<file path="src/rtl/hourly_chime_gen.sv">
// Hour/half-hour chime generator: strikes N square-wave tone bursts on each hour mark,
// optionally one strike at :30, with an optional (possibly midnight-wrapping) quiet window.
module hourly_chime_gen #(
    parameter int unsigned TONE_HALF    = 20000,
    parameter int unsigned STRIKE_ON    = 50_000_000,
    parameter int unsigned STRIKE_GAP   = 50_000_000,
    parameter bit          MODE_24H     = 1'b0,
    parameter bit          HALF_HOUR_EN = 1'b1
) (
    input  logic       clk,
    input  logic       rst,
    input  logic       on,
    input  logic [5:0] hour,
    input  logic [5:0] min,
    input  logic [5:0] sec,
    input  logic       quiet_en,
    input  logic [5:0] quiet_start,
    input  logic [5:0] quiet_end,
    output logic       speak,
    output logic       busy,
    output logic [4:0] strikes_left
);

    localparam int unsigned ToneW    = (TONE_HALF > 1) ? $clog2(TONE_HALF) : 1;
    localparam int unsigned PhaseMax = (STRIKE_ON > STRIKE_GAP) ? STRIKE_ON : STRIKE_GAP;
    localparam int unsigned PhaseW   = (PhaseMax > 1) ? $clog2(PhaseMax) : 1;

    localparam logic [ToneW-1:0]  ToneLast = ToneW'(TONE_HALF - 1);
    localparam logic [PhaseW-1:0] OnLast   = PhaseW'(STRIKE_ON - 1);
    localparam logic [PhaseW-1:0] GapLast  = PhaseW'(STRIKE_GAP - 1);

    typedef enum logic [1:0] {
        StIdle,
        StOn,
        StGap
    } state_e;

    state_e              state_q;
    logic [ToneW-1:0]    tone_cnt_q;
    logic [PhaseW-1:0]   phase_cnt_q;
    logic                at_mark_q;

    logic       hour_mark;
    logic       half_mark;
    logic       mark_now;
    logic       hour_valid;
    logic       quiet_active;
    logic       trigger;
    logic [4:0] hour12;
    logic [4:0] n_strikes;

    always_comb begin
        hour_mark  = (min == 6'd0) && (sec == 6'd0);
        half_mark  = HALF_HOUR_EN && (min == 6'd30) && (sec == 6'd0);
        mark_now   = hour_mark || half_mark;
        hour_valid = (hour <= 6'd23);

        // Window wraps past midnight when start > end; start == end means empty.
        quiet_active = 1'b0;
        if (quiet_en) begin
            if (quiet_start < quiet_end) begin
                quiet_active = (hour >= quiet_start) && (hour < quiet_end);
            end else if (quiet_start > quiet_end) begin
                quiet_active = (hour >= quiet_start) || (hour < quiet_end);
            end
        end

        hour12 = 5'((hour >= 6'd12) ? (hour - 6'd12) : hour);

        if (!hour_mark) begin
            n_strikes = 5'd1;
        end else if (MODE_24H) begin
            n_strikes = (hour == 6'd0) ? 5'd24 : hour[4:0];
        end else begin
            n_strikes = (hour12 == 5'd0) ? 5'd12 : hour12;
        end

        // Edge detect on the mark so a held time fires once and reset never fires.
        trigger = on && (state_q == StIdle) && !at_mark_q && mark_now &&
                  hour_valid && !quiet_active;
    end

    always_ff @(posedge clk) begin
        if (rst) begin
            state_q      <= StIdle;
            speak        <= 1'b0;
            busy         <= 1'b0;
            strikes_left <= 5'd0;
            tone_cnt_q   <= '0;
            phase_cnt_q  <= '0;
            at_mark_q    <= 1'b1;
        end else begin
            at_mark_q <= mark_now;
            case (state_q)
                StIdle: begin
                    if (trigger) begin
                        state_q      <= StOn;
                        speak        <= 1'b1;
                        busy         <= 1'b1;
                        strikes_left <= n_strikes;
                        tone_cnt_q   <= '0;
                        phase_cnt_q  <= '0;
                    end
                end

                StOn: begin
                    if (!on) begin
                        state_q      <= StIdle;
                        speak        <= 1'b0;
                        busy         <= 1'b0;
                        strikes_left <= 5'd0;
                        tone_cnt_q   <= '0;
                        phase_cnt_q  <= '0;
                    end else if (phase_cnt_q == OnLast) begin
                        speak       <= 1'b0;
                        tone_cnt_q  <= '0;
                        phase_cnt_q <= '0;
                        if (strikes_left == 5'd1) begin
                            state_q      <= StIdle;
                            busy         <= 1'b0;
                            strikes_left <= 5'd0;
                        end else begin
                            state_q      <= StGap;
                            strikes_left <= strikes_left - 5'd1;
                        end
                    end else begin
                        phase_cnt_q <= phase_cnt_q + 1'b1;
                        if (tone_cnt_q == ToneLast) begin
                            tone_cnt_q <= '0;
                            speak      <= ~speak;
                        end else begin
                            tone_cnt_q <= tone_cnt_q + 1'b1;
                        end
                    end
                end

                StGap: begin
                    if (!on) begin
                        state_q      <= StIdle;
                        speak        <= 1'b0;
                        busy         <= 1'b0;
                        strikes_left <= 5'd0;
                        tone_cnt_q   <= '0;
                        phase_cnt_q  <= '0;
                    end else if (phase_cnt_q == GapLast) begin
                        state_q     <= StOn;
                        speak       <= 1'b1;
                        tone_cnt_q  <= '0;
                        phase_cnt_q <= '0;
                    end else begin
                        phase_cnt_q <= phase_cnt_q + 1'b1;
                    end
                end

                default: begin
                    state_q      <= StIdle;
                    speak        <= 1'b0;
                    busy         <= 1'b0;
                    strikes_left <= 5'd0;
                    tone_cnt_q   <= '0;
                    phase_cnt_q  <= '0;
                end
            endcase
        end
    end

endmodule
</file>
<file path="config.mk">
export PLATFORM = sky130hd
export DESIGN_NAME = hourly_chime_gen
export DESIGN_NICKNAME = d
export VERILOG_FILES = /design/src/rtl/hourly_chime_gen.sv
export SDC_FILE = /design/constraint.sdc
export NUM_CORES = 1
export LEC_CHECK = 0
export BUFFER_PORTS_ARGS = -buffer_cell sky130_fd_sc_hd__clkbuf_2
export CORE_ASPECT_RATIO = 1.25
export CORE_MARGIN = 2
export CORE_UTILIZATION = 25
export CTS_CLUSTER_DIAMETER = 50
export CTS_CLUSTER_SIZE = 16
export DETAILED_ROUTE_END_ITERATION = 16
export SYNTH_ARGS = -nofsm -noshare
export SYNTH_HDL_FRONTEND = slang
export SYNTH_SLANG_ARGS = --single-unit
</file>
<file path="constraint.sdc">
create_clock -name clk -period 6.6 [get_ports clk]
set_input_delay 0.66 -clock clk [delete_from_list [all_inputs] [get_ports clk]]
set_output_delay 0.66 -clock clk [all_outputs]
set_load 0.03 [all_outputs]
</file>
# Yosys cells after proc, flatten, opt, wreduce, memory -nomap -nowiden
# Index checks and enable logic that the tools add are counted.
[op_classes]
n_reduce_logical = 22
add_sub_neg = 4
n_lt_le_gt_ge = 6
bitwise = 1
eq_ne = 12
mux = 42
[op_table]
columns = ["operator", "n"]
rows = [
  ["$mux W15", 6],
  ["$mux W26", 3],
  ["$pmux W26 S2", 1],
  ["$pmux W15 S3", 1],
  ["$mux W5", 8],
  ["$add A26 B1 Y26 const B", 1],
  ["$eq A26 B26 Y1 const B", 1],
  ["$add A15 B1 Y15 const B", 1],
  ["$eq A15 B15 Y1 const B", 1],
  ["$pmux W5 S3", 1],
  ["$mux W1", 13],
  ["$logic_not A6 Y1", 2],
  ["$lt A6 B6 Y1", 2],
  ["$mux W2", 6],
  ["$ne A3 B3 Y1 const B", 3],
  ["$reduce_and A3 Y1", 3],
  ["$logic_and A1 B1 Y1", 8],
  ["$eq A6 B5 Y1 const B", 1],
  ["$ge A6 B4 Y1 const B", 1],
  ["$ge A6 B6 Y1", 1],
  ["$gt A6 B6 Y1", 1],
  ["$le A6 B5 Y1 const B", 1],
  ["$pmux W1 S3", 2],
  ["$pmux W2 S3", 1],
  ["other kinds (15)", 18],
]
[totals]
output_inout_bits = 7
inputBits = 34
elab_cells = 94
register_bits = 51

# Depth between registers and ports, before layout
[depth]
depth_word = 9
depth_mapped = 11
mapped_depth_nobuf = 9

# Least setup slack after synthesis
# OpenSTA, ideal clock, no wires.
[synth_timing]
path_kind = "input-to-reg"
startpoint = "input port quiet_end[1]"
endpoint = "register strikes_left[0]"
path_slack_ns = 3.873
arrival_time_ns = 2.605
required_time_ns = 6.478
n_path_buf = 2
stages = 11
setup_ns = 0.122
path_cell_list = "inv_1 -> ha_1 -> nand2b_1 -> a211oi_1 -> o21ai_0 -> or3b_2 -> o211ai_4 -> buf_4 -> buf_2 -> o21ai_0 -> o311a_1"
[synth_via]
elab_chain_cells = 9
word_cells_on_any_way = 12
cone_classes = "order compare (3); eq/ne (1); mux (3); reduce/logical (5)"
[synth_rtl]
columns = ["item", "line", "source"]
rows = [
  ["start: declaration", "18", "input logic [5:0] quiet_end,"],
  ["$lt A6 B6 Y1", "62, 64", ""],
  ["$logic_or A1 B1 Y1", "64", "quiet_active = (hour >= quiet_start) || (hour < quiet_end);"],
  ["$mux W1", "63", "end else if (quiet_start > quiet_end) begin"],
  ["$mux W1 *", "61", "if (quiet_start < quiet_end) begin"],
  ["$mux W1 *", "60", "if (quiet_en) begin"],
  ["$logic_not A1 Y1 *", "80", "hour_valid && !quiet_active;"],
  ["$logic_and A1 B1 Y1 *", "80", ""],
  ["$ne A2 B2 Y1 (no source line) *", "-", ""],
  ["$reduce_and A3 Y1 (no source line) *", "-", ""],
  ["end signal: assignment", "100", "strikes_left <= n_strikes;"],
  ["end signal: assignment", "124", "strikes_left <= strikes_left - 5'd1;"],
  ["end: declaration", "21", "output logic [4:0] strikes_left"],
]
# Every way passes the cells marked *; elsewhere a longest branch is shown, timed or not.
# A chain may end at the register's enable or synchronous reset.

# Worst setup path in the final report
[layout_timing]
startpoint = "input port quiet_end[4]"
endpoint = "register tone_cnt_q[6]"
[layout_via]
elab_chain_cells = 9
word_cells_on_any_way = 12
cone_classes = "order compare (3); eq/ne (1); mux (3); reduce/logical (5)"
[layout_rtl]
columns = ["item", "line", "source"]
rows = [
  ["$lt A6 B6 Y1", "62, 64", ""],
  ["$logic_or A1 B1 Y1", "64", ""],
  ["$mux W1", "63", ""],
  ["$mux W1 *", "61", ""],
  ["$mux W1 *", "60", ""],
  ["$logic_not A1 Y1 *", "80", ""],
  ["$logic_and A1 B1 Y1 *", "80", ""],
  ["$ne A2 B2 Y1 (no source line) *", "-", ""],
  ["$reduce_and A2 Y1 (no source line) *", "-", ""],
  ["end signal: assignment", "132", "tone_cnt_q <= tone_cnt_q + 1'b1;"],
  ["end: declaration", "39", "logic [ToneW-1:0] tone_cnt_q;"],
]
# Marks and branches as above.

==> impl_metrics.json <==
{
  "status": "completed",
  "synth_edf_count": 0,
  "numCtsBuffers": 5,
  "grt_usage_pct": 11.7,
  "grt_max_degree": 71,
  "synth.cells.most_frequent": "sky130_fd_sc_hd__dfxtp_1 (51), sky130_fd_sc_hd__a21oi_1 (45), sky130_fd_sc_hd__nand2_1 (37), sky130_fd_sc_hd__o21ai_0 (37), sky130_fd_sc_hd__nor2_1 (32)",
  "grt_overflow": 0,
  "vias": 3618,
  "dpl.hpwl_mm": 6.60,
  "end_kind": "flip-flop",
  "critPathLaunch": "quiet_end[4]",
  "drt_pre_antenna_iters": 4,
  "timing.hold.worst.start": "busy",
  "floorplan.die.width_um": 111,
  "core_area_um2": 14200,
  "critical_path_arrival_ps": 3470,
  "final.period_utilization_pct": 49.6,
  "ir_drop_v": 0.000123,
  "ys_async_sr_fraction_pct": 0,
  "distinct_cell_type_count_of_the_synthesized_netlist": 58,
  "slew_violations": 0,
  "synth-seq-area-share_pct": 28.3,
  "cts_root_buffer": "sky130_fd_sc_hd__clkbuf_16",
  "post_synth_net_total": 525,
  "hold_viol": 0,
  "total_of_fill_cells_in_the_finished_design": 1567,
  "regToRegStartpoint": "state_q[0]",
  "drive_above_1_share_pct": 11.8,
  "clkSinkCount": 51,
  "tritoncts": "built",
  "clock.fmax_mhz": 305,
  "clock_pin_slew_on_the_worst_setup_and_hold_paths_ps": 70,
  "ys_warn_count": 0,
  "timing.critical_path.required_ps": 6790,
  "critPathKind": "in2reg",
  "power_leakage_nw": 1.53,
  "worstPathMaxFanout": 20,
  "cts_post_setup_buffers_inserted": 0,
  "slew_headroom_pct": 21.3,
  "netlist_instances": 464,
  "route.detailed.vias_per_inst": 5.42,
  "initial_antenna_violation_count": 0,
  "setup_repair_after_global_routing_missed_its_margin": "false",
  "yosys_register_bits": 51,
  "clock_latency_on_the_worst_skew_pair_ps": 300,
  "setup-violations-final": 0,
  "yosysTopAreaCellShare_pct": 28.3,
  "clock_tree.buffer_depth": 2,
  "final.min_clock_period_ps": 3280,
  "wl_per_cell_um": 13.8,
  "gp_congestion": 0.822,
  "post_cts_resize_count": 0,
  "cp-start-kind": "primary input",
  "die_height_um": 138,
  "synth_area_per_cell_um2": 7.77,
  "initial_utilization_pct": 25.3,
  "syn2layout_area_growth_pct": 14.3,
  "first_pass_grt_wire_length_mm": 15.5,
  "worstHoldPathType": "reg2reg",
  "timing.setup.tns_ps": 0,
  "floorplan.rows": 49,
  "top_level_ports": 41,
  "synth_most_common_cell": "sky130_fd_sc_hd__dfxtp_1",
  "wl_mm": 9.24,
  "ctsHoldBuffers": 0,
  "synth_area_um2": 3600,
  "placement.cell_area_um2": 3930,
  "setup_ws_ps": 3320,
  "antenna-diode-count": 0,
  "synth_largest_area_cell": "sky130_fd_sc_hd__dfxtp_1",
  "stdcell_area_um2": 4120,
  "tightestPinTransition_ps": 1180,
  "post_synth_top_flop": "sky130_fd_sc_hd__dfxtp_1",
  "antenna_nets_post_route": 0,
  "htree_levels": 2,
  "dpl_ws_ps": 3030,
  "power.density_cell_area_nw_per_um2": 171,
  "max_cap_viol_count": 0,
  "die-area_um2": 15400,
  "post-route-drc-count": 0,
  "first_global_vias": 3503,
  "detailedRoute.firstIterationViolations": 175,
  "fin_worst_hold_slack_ps": 473,
  "final_nets": 550,
  "setup_clock_skew_after_layout_ps": 5.55,
  "place.port_buffers": 40,
  "yosys-top-cells-area": "sky130_fd_sc_hd__dfxtp_1 (28%), sky130_fd_sc_hd__ha_1 (9.4%), sky130_fd_sc_hd__a21oi_1 (6.2%), sky130_fd_sc_hd__o21ai_0 (5.1%), sky130_fd_sc_hd__nand2_1 (3.9%)"
}
metrics by stage:
step | utilization, % | cells | power (mW)
3_5_place_dp | 27.6 | 660 | 0.375
2_1_floorplan | - | 464 | 0.351
4_1_cts | 29.0 | 668 | 0.715
6_report | 29.0 | 668 | 0.706
5_1_grt | 29.0 | 668 | 0.732
3_3_place_gp | 27.6 | 660 | 0.373
layout make-up:
| type | count | area, µm² | share of cell area, % |
|---|---|---|---|
| multi-input combinational | 359 | 2350 | 57.2 |
| sequential | 51 | 1020 | 24.8 |
| tap | 178 | 223 | 5.41 |
| timing repair buffer | 42 | 215 | 5.22 |
| clock buffer | 5 | 125 | 3.04 |
| inverter | 30 | 113 | 2.73 |
| clock inverter | 3 | 67.6 | 1.64 |
per-layer routing:
layer,wire [µm],global-route usage [%],up-vias
met5,0,0,-
met3,293,2.02,11
li1,-,-,1812
met1,3930,13.0,1717
met4,163,4.35,0
met2,4860,22.0,78
cell families after synthesis:
| kind of cell | count (synthesis) | synth area share, % |
|---|---|---|
| adders and majority gates | 27 | 9.37 |
| buffers and inverters | 54 | 6.35 |
| and+or+nand+nor | 183 | 28.8 |
| DFF | 51 | 28.3 |
| xor gates and xnor gates | 2 | 0.486 |
| muxes | 1 | 0.278 |
| AOI/OAI and AO/OA | 146 | 26.4 |
critical path: stages:
cell,delay (ps)
sky130_fd_sc_hd__clkbuf_2,70
sky130_fd_sc_hd__inv_1,50
sky130_fd_sc_hd__ha_1,290
sky130_fd_sc_hd__a211o_1,310
sky130_fd_sc_hd__o21ai_0,200
sky130_fd_sc_hd__a21boi_1,370
sky130_fd_sc_hd__o211a_1,640
sky130_fd_sc_hd__nand3_1,460
sky130_fd_sc_hd__o41ai_1,410
power by group:
part	total (mW)	internal (mW)	switching [mW]
clock network	0.338	0.217	0.121
registers	0.308	0.308	0.000127
logic	0.0601	0.0243	0.0358
flip-flops by register name, summed over array words and instances (netlist names):
name and flops:
at_mark_q 1, busy 1, phase_cnt_q 26, speak 1, state_q 2, strikes_left 5
tone_cnt_q 15
cells in the final DEF, fill, tap and decap left out, drive strengths merged, types with 4 or more instances in the layout:
cell type	instances
nor4	7
or4	16
nor2	32
ha	27
and4	4
inv	29
nand4	15
o32ai	4
o21ai	38
and2	5
and3	13
o31ai	10
nand4b	4
dfxtp	51
nor3b	4
o22ai	4
nand3	22
clkbuf	45
nand2	38
or3	6
o311ai	8
o311a	4
nor3	8
a31oi	6
nand2b	4
a21oi	45
a211oi	5
o41ai	4
path summary, 6_finish.rpt:
check / depth (start not counted) / endpoint / slack [ps]
min: 2 / busy / 470
min reg2reg: 2 / busy / 470
max reg2reg: 8 / tone_cnt_q[6] / 3790
max: 9 / tone_cnt_q[6] / 3320
Note: power is estimated with default switching activity, not from simulation.
